**src/rtl/ntsc_sync_gen.sv**
```systemverilog
// NTSC composite sync / blank / burst timing generator at 4fsc, one field per frame.
// Outputs are decoded from the next-state counters so every output is registered and aligned with H_o/V_o.
module ntsc_sync_gen #(
   parameter int H_TOTAL = 910,
   parameter int V_TOTAL = 262,
   parameter int HSYNC_W = 67,
   parameter int BURST_S = 76,
   parameter int BURST_W = 36,
   parameter int H_ACT_S = 164,
   parameter int H_ACT_W = 720,
   parameter int V_ACT_S = 21,
   parameter int V_ACT_W = 240
) (
   input  logic       CK_i,
   input  logic       SRST_i,
   input  logic       CK_EE_i,
   input  logic       EN_i,
   output logic       SYNC_o,
   output logic       BLANK_o,
   output logic       BURST_o,
   output logic       XR_o,
   output logic       REQ_o,
   output logic [9:0] PIX_X_o,
   output logic [7:0] PIX_Y_o,
   output logic [9:0] H_o,
   output logic [8:0] V_o,
   output logic       FRAME_o,
   output logic       BUSY_o
);

   // Equalizing pulses are half a normal tip; broad pulses fill a half line minus a tip.
   localparam int HALF    = H_TOTAL / 2;
   localparam int EQ_W    = HSYNC_W / 2;
   localparam int BROAD_W = HALF - HSYNC_W;

   typedef enum logic [1:0] {IDLE, RUN, DRAIN} state_t;

   state_t     st_q, st_d;
   logic [9:0] h_q, h_d;
   logic [8:0] v_q, v_d;
   logic       last_h, last_v;
   logic       act, eq_line, broad_line, tip, vact;
   logic       sync_d, blank_d, burst_d, xr_d, req_d, frame_d;
   logic [9:0] px_d;
   logic [7:0] py_d;
   int         hi, vi;

   assign last_h = (int'(h_q) == H_TOTAL - 1);
   assign last_v = (int'(v_q) == V_TOTAL - 1);

   always_comb begin
      st_d = st_q;
      h_d  = h_q;
      v_d  = v_q;
      if (st_q == IDLE) begin
         h_d = '0;
         v_d = '0;
         if (EN_i) st_d = RUN;
      end else begin
         h_d = last_h ? '0 : h_q + 10'd1;
         if (last_h) v_d = last_v ? '0 : v_q + 9'd1;
         if (st_q == RUN) begin
            st_d = EN_i ? RUN : DRAIN;
         end else if (EN_i) begin
            st_d = RUN;
         end else if (last_h && last_v) begin
            st_d = IDLE;
         end
      end
   end

   always_comb begin
      hi         = int'(h_d);
      vi         = int'(v_d);
      act        = (st_d != IDLE);
      eq_line    = (vi <= 2) || (vi >= 6 && vi <= 8);
      broad_line = (vi >= 3 && vi <= 5);
      if (broad_line)
         tip = (hi < BROAD_W) || (hi >= HALF && hi < HALF + BROAD_W);
      else if (eq_line)
         tip = (hi < EQ_W) || (hi >= HALF && hi < HALF + EQ_W);
      else
         tip = (hi < HSYNC_W);
      vact    = (vi >= V_ACT_S) && (vi < V_ACT_S + V_ACT_W);
      sync_d  = !(act && tip);
      burst_d = act && (vi >= 9) && (hi >= BURST_S) && (hi < BURST_S + BURST_W);
      blank_d = !(act && vact && hi >= H_ACT_S && hi < H_ACT_S + H_ACT_W);
      // One cycle ahead of the unblanked window to cover the encoder's input register.
      req_d   = act && vact && (hi >= H_ACT_S - 1) && (hi < H_ACT_S + H_ACT_W - 1);
      frame_d = act && (hi == 0) && (vi == 0);
      xr_d    = act && !frame_d;
      px_d    = req_d ? 10'(hi - (H_ACT_S - 1)) : '0;
      py_d    = req_d ? 8'(vi - V_ACT_S) : '0;
   end

   always_ff @(posedge CK_i) begin
      if (SRST_i) begin
         st_q    <= IDLE;
         h_q     <= '0;
         v_q     <= '0;
         SYNC_o  <= 1'b1;
         BLANK_o <= 1'b1;
         BURST_o <= 1'b0;
         XR_o    <= 1'b0;
         REQ_o   <= 1'b0;
         PIX_X_o <= '0;
         PIX_Y_o <= '0;
         FRAME_o <= 1'b0;
         BUSY_o  <= 1'b0;
      end else if (CK_EE_i) begin
         st_q    <= st_d;
         h_q     <= h_d;
         v_q     <= v_d;
         SYNC_o  <= sync_d;
         BLANK_o <= blank_d;
         BURST_o <= burst_d;
         XR_o    <= xr_d;
         REQ_o   <= req_d;
         PIX_X_o <= px_d;
         PIX_Y_o <= py_d;
         FRAME_o <= frame_d;
         BUSY_o  <= act;
      end
   end

   assign H_o = h_q;
   assign V_o = v_q;

endmodule
```
**config.mk**
```make
export PLATFORM = sky130hd
export DESIGN_NAME = ntsc_sync_gen
export DESIGN_NICKNAME = d
export VERILOG_FILES = /design/src/rtl/ntsc_sync_gen.sv
export SDC_FILE = /design/constraint.sdc
export NUM_CORES = 1
export LEC_CHECK = 0
export ABC_AREA = 1
export CORE_UTILIZATION = 45
export CTS_BUF_LIST = sky130_fd_sc_hd__clkbuf_8 sky130_fd_sc_hd__clkbuf_16
export CTS_CLUSTER_DIAMETER = 150
export DETAILED_ROUTE_END_ITERATION = 10
export PLACE_DENSITY = 0.73
export SLEW_MARGIN = 40
export SYNTH_ARGS = -nofsm -noshare
export SYNTH_HDL_FRONTEND = slang
export SYNTH_SLANG_ARGS = --single-unit
```
**constraint.sdc**
```tcl
create_clock -name CK_i -period 2.61 [get_ports CK_i]
set_input_delay 0.522 -clock CK_i [delete_from_list [all_inputs] [get_ports CK_i]]
set_output_delay 0.522 -clock CK_i [all_outputs]
set_load 0.02 [all_outputs]
```
==> metrics.txt <==
cell type with the largest total area after synthesis dfxtp_1; vias per cell 5.176; TritonRoute pass-1 iters 5; Switch Pwr 0.5689 mW; root buffer cell clkbuf_8; Period minus WS final 2.435 ns; clock sink count 46; fin cells 682; CP cell instances buf_4 > ha_1 > nand2_1 > nor2_4 > nand2_1 > o21bai_1 > nand3_2 > nand2_1 > inv_2 > nand2_2 > o21ai_2 > nor2_4 > nor2_4 > nand3b_1 > a21oi_1; Via Count 3530; Post-CTS Hold Buffers 0; Slew Limit Headroom 54.91%; Int Power 1.178 mW; antenna cell count 0; CTS tree done; PD cells 415.7 nW/um2; worst-skew pair later-pin latency 0.30 ns; ANT nets after route 0; layout cell share with drive strength beyond 1 15.95%; max-cap violations 0; leakage power 1.858 nW; Yosys reg bits 46; nature of the critical path endpoint flip-flop; mapped cell area 3401 um2; 1st-iter DRT viols 184; drt wl/cell 13.39 um; CTS max path bufs 2; post-synth top area share 27.08%; worst-path maximum fanout 5; Reg clk slew, reported paths 0.09 ns; Post-layout nets 597; VDD IR max 231.3 uV; Syn-to-layout area delta 23.55%; Buffers on Ports 47; Worst path max stage delay 0.34 ns; startpoint types flip-flop; slowest library cell on the worst path dfxtp_1; post-synthesis cell count 522; Synthesis Warnings 0; cts bufs inserted 5; Sw Ratio 32.57%; Synth top cells by count 144 x nand2_1, 52 x inv_1, 50 x a21oi_1, 50 x nand3_1, 46 x dfxtp_1; Async SR Flop Fraction 0%; first-pass GRT wire length 14770 um; Top FF cell, synth dfxtp_1; placed cell count 669; top-count cell post-synth nand2_1; Die H 88.93 um; Area after DPL 3986 um2; Routed WL 9130 um; detailed-route DRC error count 0; Worst Hold Class flip-flop to flip-flop; fmax 410.7 MHz; GPL Wtd Cong 0.8759; Slew Viols, Final 0; largest cells by area after synthesis dfxtp_1 27%, nand2_1 16%, a21oi_1 7.4%; Core ar. 7292 um2; clock network power share 30.8%; Flop pwr share 43.2%; Final Hold Viols 0; Synth cell types 35; Synth Area per Inst 6.515 um2; total track usage 23.59%; Overflow after GRT 0; Initial Util 46.64%; Synthesized Nets 537; period utilisation layout 93.29%; combinational power share 26.0%; initial antenna violation count 0; largest net degree at the start of global routing 43; CTS H-tree depth 2; design area 4202 um2; Die W 88.93 um; sequential area share after synthesis 27.08%; Die ar. 7909 um2; Setup-failing EPs final 0; Setup CP Type flip-flop to flip-flop; HPWL Detailed 6730 um; Slew @ Worst Pin 0.6757 ns; status completed; vias in the first global route 3198; CP required 2.80 ns; post-route core utilization 57.62%; Setup Skew 0.008912 ns; number of synthesized flops with an enable pin 0; FP Rows 31; Arr. time, crit path 2.62 ns; io pins 48
==> metrics by stage <==
step / setup TNS [ns] / setup WS (ns) / power [mW] / hold slack [ns]
3_3_place_gp: 0 / 0.1342 / 1.194 / 0.4537
5_1_grt: -0.07170 / -0.04978 / 1.841 / 0.4890
3_5_place_dp: 0 / 0.04192 / 1.198 / 0.4567
6_report: 0 / 0.1751 / 1.747 / 0.4664
2_1_floorplan: 0 / 0.1378 / 1.069 / 0.4915
4_1_cts: 0 / 0.02217 / 1.732 / 0.4702
==> worst paths after layout <==
path / slack, ns / from / to / cells after the start
min: 0.47 / PIX_X_o[9] / PIX_X_o[9] / 2
max: 0.18 / H_o[0] / PIX_X_o[2] / 15
max reg2reg: 0.18 / H_o[0] / PIX_X_o[2] / 15
min reg2reg: 0.47 / PIX_X_o[9] / PIX_X_o[9] / 2
==> per-layer routing <==
metal / routed length (um) / up-vias / global-route usage, %
met3: 585 / 14 / 3.232
li1: - / 1819 / -
met2: 4198 / 127 / 39.09
met5: 0 / - / 0
met1: 4195 / 1570 / 32.21
met4: 150 / 0 / 6.638
==> cell families after synthesis <==
group / count (synthesis) / synth area share (%)
AND/OR/NAND/NOR: 288 / 41.57
AO/OA/AOI/OAI: 89 / 13.65
buffers and inverters: 77 / 10.82
flip-flops: 46 / 27.08
XOR/XNOR: 11 / 2.833
adder cells (fa/ha/maj): 11 / 4.047
==> final cells by class <==
cell class | count | area [um2]
fill | 748 | 3090
multi-input combinational | 403 | 2205
sequential | 46 | 925.9
timing repair buffer | 65 | 605.6
inverter | 61 | 231.5
tap | 99 | 123.9
clock buffer | 5 | 68.82
clock inverter | 3 | 41.29
==> cells in the final DEF, fill, tap and decap left out <==
cell             count
nor3_1               3
nand3_1             48
nor2_4              10
nor4_1               2
nor2_1              33
o21bai_1             5
o21ai_2              1
bufinv_16            1
buf_4               18
inv_2               11
nor3_2               1
nand2_4              4
nor2_8               1
clkbuf_8             5
or2_2                2
dfxtp_1             42
nand3_4              4
inv_4                1
nand2_2              8
nand3b_1             4
dfxtp_2              4
inv_1               50
clkdlybuf4s50_1     47
o211ai_1             1
nor2_2               9
clkinvlp_4           1
ha_1                11
and2b_1              1
nand4_1              7
xnor2_1              3
o21ai_0             31
o21ai_1              1
xor2_1               8
nand2_1            143
nand3_2             12
a21oi_1             50
==> power by group through the flow <==
stage / logic (mW) / registers (mW) / clock network (mW)
CTS: 0.431 / 0.753 / 0.548
finish: 0.455 / 0.755 / 0.537
global route: 0.503 / 0.760 / 0.577
detailed placement: 0.429 / 0.769 / 0
floorplan: 0.269 / 0.800 / 0
global placement: 0.425 / 0.769 / 0
==> flip-flops by register name, summed over array words and instances, names as in the netlist, 2 cells and up <==
| register | count |
|---|---|
| H_o | 10 |
| PIX_X_o | 10 |
| V_o | 9 |
| PIX_Y_o | 8 |
| st_q | 2 |
==> what timing repair did <==
| item | CTS | global route |
|---|---|---|
| gates resized for setup | 0 | 21 |
| endpoints found under the setup margin | 0 | 21 |
| buffers inserted | 0 | 1 |
==> worst max-delay path, delay by kind of cell, from the launching register on <==
kind	cells	cell delay, ns
and+or+nand+nor	9	1.25
DFF	1	0.34
adders and majority gates	1	0.16
buffers and inverters	2	0.21
AOI/OAI and AO/OA	3	0.36
Power figures use the tool's default switching activity.
